[src/rtl/serial_byte_deserializer.sv]
`default_nettype none
// ============================================================================
// Module   : serial_byte_deserializer
// Purpose  : Assembles strobe-qualified serial frames (start bit, 8 data bits
//            LSB first, optional even-parity bit, stop bit) into bytes. Each
//            good byte is presented with a one-cycle data_valid pulse. Bad
//            frames are dropped, flagged with one-cycle error pulses and
//            counted in a saturating counter.
// Build    : define SERIAL_PARITY_EN to add the parity bit and parity check.
//            Without it, frames are 10 bits and parity_err is tied to 0.
// Ports    : clk         rising-edge clock
//            reset       synchronous, active-high reset
//            bit_in      serial data, qualified by bit_valid
//            bit_valid   one-cycle strobe marking a sampled bit
//            data_out    last good byte (held between frames)
//            data_valid  one-cycle pulse when data_out updates
//            frame_err   one-cycle pulse: stop bit sampled as 0
//            parity_err  one-cycle pulse: parity mismatch
//            busy        high while a frame is in progress
//            err_count   saturating count of bad frames
// Revision : 1.0 - initial release
// ============================================================================
module serial_byte_deserializer #(
  parameter int DATA_W    = 8,
  parameter int ERR_CNT_W = 8
) (
  input  logic                 clk,
  input  logic                 reset,
  input  logic                 bit_in,
  input  logic                 bit_valid,
  output logic [DATA_W-1:0]    data_out,
  output logic                 data_valid,
  output logic                 frame_err,
  output logic                 parity_err,
  output logic                 busy,
  output logic [ERR_CNT_W-1:0] err_count
);

  localparam logic [2:0] C_LAST_BIT = 3'(DATA_W - 1);

  typedef enum logic [1:0] {
    IDLE   = 2'd0,
    DATA   = 2'd1,
    PARITY = 2'd2,
    STOP   = 2'd3
  } state_t;

  state_t                 state_q, state_d;
  logic [DATA_W-1:0]      shreg_q, shreg_d;
  logic [2:0]             cnt_q, cnt_d;
  logic [DATA_W-1:0]      data_out_q, data_out_d;
  logic                   data_valid_q, data_valid_d;
  logic                   frame_err_q, frame_err_d;
  logic                   busy_q, busy_d;
  logic [ERR_CNT_W-1:0]   err_count_q, err_count_d;
  logic                   par_mis;

`ifdef SERIAL_PARITY_EN
  logic                   par_q, par_d;
  logic                   parity_err_q, parity_err_d;

  // Even parity: data bits plus parity bit must XOR to zero.
  assign par_mis = ^{shreg_q, par_q};
`else
  assign par_mis = 1'b0;
`endif

  always_comb begin
    state_d      = state_q;
    shreg_d      = shreg_q;
    cnt_d        = cnt_q;
    data_out_d   = data_out_q;
    data_valid_d = 1'b0;
    frame_err_d  = 1'b0;
    err_count_d  = err_count_q;
`ifdef SERIAL_PARITY_EN
    par_d        = par_q;
    parity_err_d = 1'b0;
`endif

    case (state_q)
      IDLE: begin
        // A 1 on the line while idle is just the idle level; only a 0 starts a frame.
        if (bit_valid && !bit_in) begin
          state_d = DATA;
          cnt_d   = 3'd0;
        end
      end

      DATA: begin
        if (bit_valid) begin
          // Right shift with new bit entering at the MSB: after 8 bits the
          // first (LSB) bit has reached bit 0.
          shreg_d = {bit_in, shreg_q[DATA_W-1:1]};
          cnt_d   = cnt_q + 3'd1;
          if (cnt_q == C_LAST_BIT) begin
`ifdef SERIAL_PARITY_EN
            state_d = PARITY;
`else
            state_d = STOP;
`endif
          end
        end
      end

`ifdef SERIAL_PARITY_EN
      PARITY: begin
        if (bit_valid) begin
          par_d   = bit_in;
          state_d = STOP;
        end
      end
`endif

      STOP: begin
        if (bit_valid) begin
          // A 0 stop bit is not reused as a start bit; always return to IDLE.
          state_d = IDLE;
          if (bit_in && !par_mis) begin
            data_out_d   = shreg_q;
            data_valid_d = 1'b1;
          end else begin
            frame_err_d = !bit_in;
`ifdef SERIAL_PARITY_EN
            parity_err_d = par_mis;
`endif
            // One increment per bad frame regardless of how many error types.
            if (err_count_q != {ERR_CNT_W{1'b1}}) begin
              err_count_d = err_count_q + ERR_CNT_W'(1);
            end
          end
        end
      end

      default: state_d = IDLE;
    endcase

    busy_d = (state_d != IDLE);
  end

  always_ff @(posedge clk) begin
    if (reset) begin
      state_q      <= IDLE;
      shreg_q      <= '0;
      cnt_q        <= 3'd0;
      data_out_q   <= '0;
      data_valid_q <= 1'b0;
      frame_err_q  <= 1'b0;
      busy_q       <= 1'b0;
      err_count_q  <= '0;
`ifdef SERIAL_PARITY_EN
      par_q        <= 1'b0;
      parity_err_q <= 1'b0;
`endif
    end else begin
      state_q      <= state_d;
      shreg_q      <= shreg_d;
      cnt_q        <= cnt_d;
      data_out_q   <= data_out_d;
      data_valid_q <= data_valid_d;
      frame_err_q  <= frame_err_d;
      busy_q       <= busy_d;
      err_count_q  <= err_count_d;
`ifdef SERIAL_PARITY_EN
      par_q        <= par_d;
      parity_err_q <= parity_err_d;
`endif
    end
  end

  assign data_out   = data_out_q;
  assign data_valid = data_valid_q;
  assign frame_err  = frame_err_q;
  assign busy       = busy_q;
  assign err_count  = err_count_q;
`ifdef SERIAL_PARITY_EN
  assign parity_err = parity_err_q;
`else
  assign parity_err = 1'b0;
`endif

endmodule
`default_nettype wire

[config.mk]
export PLATFORM = sky130hd
export DESIGN_NAME = serial_byte_deserializer
export DESIGN_NICKNAME = d
export VERILOG_FILES = /design/src/rtl/serial_byte_deserializer.sv
export SDC_FILE = /design/constraint.sdc
export NUM_CORES = 1
export LEC_CHECK = 0
export ABC_AREA = 1
export CAP_MARGIN = 20
export CORE_UTILIZATION = 51
export DETAILED_ROUTE_END_ITERATION = 8
export GPL_TIMING_DRIVEN = 0
export PLACE_DENSITY = 0.86
export SLEW_MARGIN = 10
export SYNTH_ARGS = -nofsm -noshare
export SYNTH_HDL_FRONTEND = slang
export SYNTH_SLANG_ARGS = --single-unit
[constraint.sdc]
create_clock -name clk -period 1.49 [get_ports clk]
set_input_delay 0.298 -clock clk [delete_from_list [all_inputs] [get_ports clk]]
set_output_delay 0.298 -clock clk [all_outputs]
set_load 0.02 [all_outputs]
# == After elaboration in Yosys (flattened, before gate mapping) ==
# Index checks and enable logic that the tools add are counted.
# word_totals
ff_bits,32
latchBits,0
ramBits,0
romBits,0
inputBits,4
output_inout_bits,20
wordCells,39
memories,0
# classes
add_sub_neg,2
mul,0
n_div,0
order_cmp,0
eq_ne,6
n_shift,0
n_mux,9
n_bitwise,3
n_reduce_logical,11
# op_table
operator,n
adder 8 x 1 -> 8 bit (second input constant),1
2-to-1 mux 2 bit,4
inequality test 8 bit (second input constant),1
2-to-1 mux 3 bit,2
one-hot mux 2 bit (3 select lines),1
one-hot mux 3 bit (2 select lines),1
AND reduction 3 bit,2
inequality test 2 bit (second input constant),2
AND reduction 4 bit,1
nonzero test 2 bit,2
OR reduction 4 bit,1
adder 3 x 1 -> 3 bit (second input constant),1
equality test 3 bit (second input constant),1
NOT 1 bit,3
OR reduction 3 bit,1
equality test 2 x 1 -> 1 bit (second input constant),1
equality test 2 bit (second input constant),1
logical NOT 2 bit,1
AND reduction 2 bit,1
logical AND 1 bit,1
logical NOT 1 bit,1
2-to-1 mux 1 bit,1

# == Depth between registers and ports, before layout ==
# depth
depth_word,5
mapped_depth,8
mapped_depth_nobuf,8

# == Worst setup path before layout ==
# OpenSTA, ideal clock, no wires.
# synth_path
path_type,register to register
startpoint,"register err_count_q[1], in the netlist err_count[1]"
endpoint,"register err_count_q[2], in the netlist err_count[2]"
setup_ns,0.117
t_arrival_ns,1.322
required_time_ns,1.373
slack_ns,0.051
path_stages_with_launch,9
n_path_buf,0
period_less_slack_ns,1.439
cell_sequence,dfxtp_1 -> ha_1 -> nand2_1 -> nor2_2 -> nand2_1 -> nand2_4 -> inv_2 -> a21oi_1 -> nor2_1
# synth_between
elab_chain_len,2
elab_cells_between_ends,3
cone_classes,add/sub (1); eq/ne (1); reduce/logical (1)
# synth_lines
item,line,text
start: declaration,55,"logic [ERR_CNT_W-1:0] err_count_q, err_count_d;"
start signal: assignment,163,err_count_q <= err_count_d;
branches (longest 2 deep; another with adder 8 x 1 -> 8 bit),--,
# Parallel ways; which one is timed is not known.
# A chain may end at the register's enable or synchronous reset.

# == Final worst setup path ==
# layout_path
startpoint,"register err_count_q[2], in the netlist err_count[2]"
endpoint,output port err_count[2]
# layout_lines
item,line,text
end: declaration,36,output logic [ERR_CNT_W-1:0] err_count
# No word-level cell between the ends.

==> impl_metrics.tcl <==
set metrics [dict create \
    avgSynthCellArea_um2 7.817 \
    finalCritPeriodShare 0.9354 \
    synth_edf_count 0 \
    place.gp.congestion 0.7974 \
    fin_area_um2 1760 \
    clockBufferDepth 2 \
    cts-root-buf "clkbuf_4" \
    ys_ff_latch 32 \
    crit_arrival_ps 1100 \
    hold_path_class "in -> reg" \
    power_density_nw_per_um2 940.0 \
    final_cell_mix "nand2_1, dfxtp_1, nor2_1, a21oi_1, dlygate4sd2_1" \
    ff_latch_area_um2 648.1 \
    hold_buffers 0 \
    row_count 18 \
    finalSetupViolations 0 \
    first_pass_iters 5 \
    vdd_drop_max_v 0.001006 \
    die_h_um 54.82 \
    wire_per_inst_um 11.42 \
    grt_pass1_vias 1066 \
    nFillCells 221 \
    post-route-min-period_ps 1394 \
    hold_violations 0 \
    cp-end-kind "output pin" \
    portBuffers 22 \
    status "finished clean" \
    worstPathRequired_ps 1190 \
    ys_seq_area_frac 0.4503 \
    start_kind "register" \
    ant_nets 0 \
    clk_latency_ps 330 \
    antenna_cells 0 \
    htree_levels 2 \
    worstSetupPathType "reg -> out" \
    layout_commonest_cell "nand2_1" \
    synth_area_um2 1423 \
    crit_chain "dlygate4sd2_1" \
    synthCells 182 \
    num_io_pins 24 \
    gr-total-overflow 0 \
    grt_max_degree 12 \
    cts_tree "built" \
    cp_max_fo 5 \
    critPathTopFamily "flip-flops" \
    synth_warnings 0 \
    die_width_um 54.82 \
    syn_nets 189 \
    core_area_um2 2545 \
    crit_slowest_cell "dfxtp_1" \
    area_growth_pct 23.75 \
    dp.cells 234 \
    slowest_delay_ps 420 \
    cts_setup_buffers 0 \
    design.die.area_um2 3005 \
    antenna_found_initial 0 \
    max_cap_violations 0 \
    initial_core_util 0.5590 \
    timing.fmax_ghz 0.7175 \
    grt_pass1_wl_um 4409 \
    crit_buf_inv 1 \
    hpwl_um 2006 \
    cts.clk_slew.worst_paths_ps 100 \
    placed_area_um2 1680 \
    synthArstFlopShare 0 \
    layout.cells.non_filler 242 \
    multiInputGateArea_um2 674.4 \
    cts_sinks 32 \
    track_usage 0.2116 \
    drive_gt1_frac 0.1462 \
    drt_iter0_drc 24 \
    fin_nets 218 \
    via_per_inst 5.124 \
    cts-buffers-inserted 5 \
    wl_um 2764 \
    final.setup_skew_ps 11.22 \
    finalSetupTns_ps 0 \
    ys_types 23 \
    vias 1240 \
    drc 0 \
    leakage_nw 0.7941 \
    rsz0062_at_grt "no" \
    final_core_util 0.6917 \
    synthFlopType "dfxtp_1" \
    drv_slew 0 \
]
-- logic make-up after synthesis --
logic type	after synthesis	synth area share
other	1	0.002636
buffers and inverters	24	0.08443
xor gates and xnor gates	2	0.01232
and+or+nand+nor	85	0.2902
DFF	32	0.4503
AOI/OAI and AO/OA	35	0.1337
adders and majority gates	3	0.02639
-- sequential cells by signal (all words and copies together), names as in the netlist --
register	flops
data_out	8
err_count	8
frame_err	1
state_q	2
cnt_q	3
data_valid	1
busy	1
shreg_q	8
-- what timing repair did --
action	in CTS	in global routing
cloned	0	0
resized for setup	19	11
setup endpoints to repair	19	13
pin swaps	0	2
-- area by class of cell --
class                      instances  area share
clock buffer                       5     0.02132
sequential                        32      0.3682
multi-input combinational        126      0.3831
inverter                          17     0.03625
clock inverter                     3     0.02416
timing repair buffer              22      0.1130
tap                               30     0.02132
buffer                             7     0.03269
-- routing by layer --
layer  up-vias  global-route usage  part of all wire
li1        645                   -                 -
met1       543              0.2339              0.43
met2        45              0.3735              0.50
met3         7             0.06667             0.050
met4         0             0.07692             0.016
met5         -                   0                 0
-- worst paths after layout --
check | start | end | slack [ps] | cells past startpoint
max | err_count[2]$_SDFFE_PP0P_ | err_count[2] | 100 | 1
max reg2reg | err_count[0]$_SDFFE_PP0P_ | err_count[2]$_SDFFE_PP0P_ | 140 | 8
min reg2reg | shreg_q[0]$_SDFFE_PP0P_ | data_out[0]$_SDFFE_PP0P_ | 450 | 2
min | bit_valid | shreg_q[7]$_SDFFE_PP0P_ | 450 | 4
-- report_power, final --
part / leakage (nW) / internal (W) / switching [W] / total (W)
clock network: 0.0412 / 0.000350 / 0.000310 / 0.000660
registers: 0.261 / 0.000868 / 0.0000103 / 0.000879
logic: 0.492 / 0.0000426 / 0.0000739 / 0.000116
total: 0.794 / 0.00126 / 0.000394 / 0.00165
-- metrics by stage --
step	setup WS [ps]	hold slack, ps	power, W
after floorplan	51.26	364.2	0.0009836
after global placement	-280.2	441.2	0.001011
after detailed placement	-286.8	451.8	0.001016
after CTS	27.89	458.2	0.001663
after global routing	14.26	443.5	0.001719
final	96.19	445.3	0.001655
-- worst min-delay path, delay by kind of cell --
kind	cells	cell delay [ps]
buf+inv	2	220
simple gates	1	120
compound gates	1	80
-- synthesized netlist by cell type, types with 3 or more instances --
cell type / n / area, µm²
nand2_1: 36 / 135.1
nor2_1: 28 / 105.1
buf_6: 3 / 33.78
dfxtp_1: 32 / 640.6
inv_2: 3 / 11.26
ha_1: 3 / 37.54
nand2_4: 3 / 33.78
a21oi_1: 19 / 95.09
o21ai_0: 13 / 65.06
nand3_1: 8 / 40.04
inv_1: 14 / 52.55
nand4_1: 3 / 18.77
Note: power is estimated with default switching activity, not from simulation.
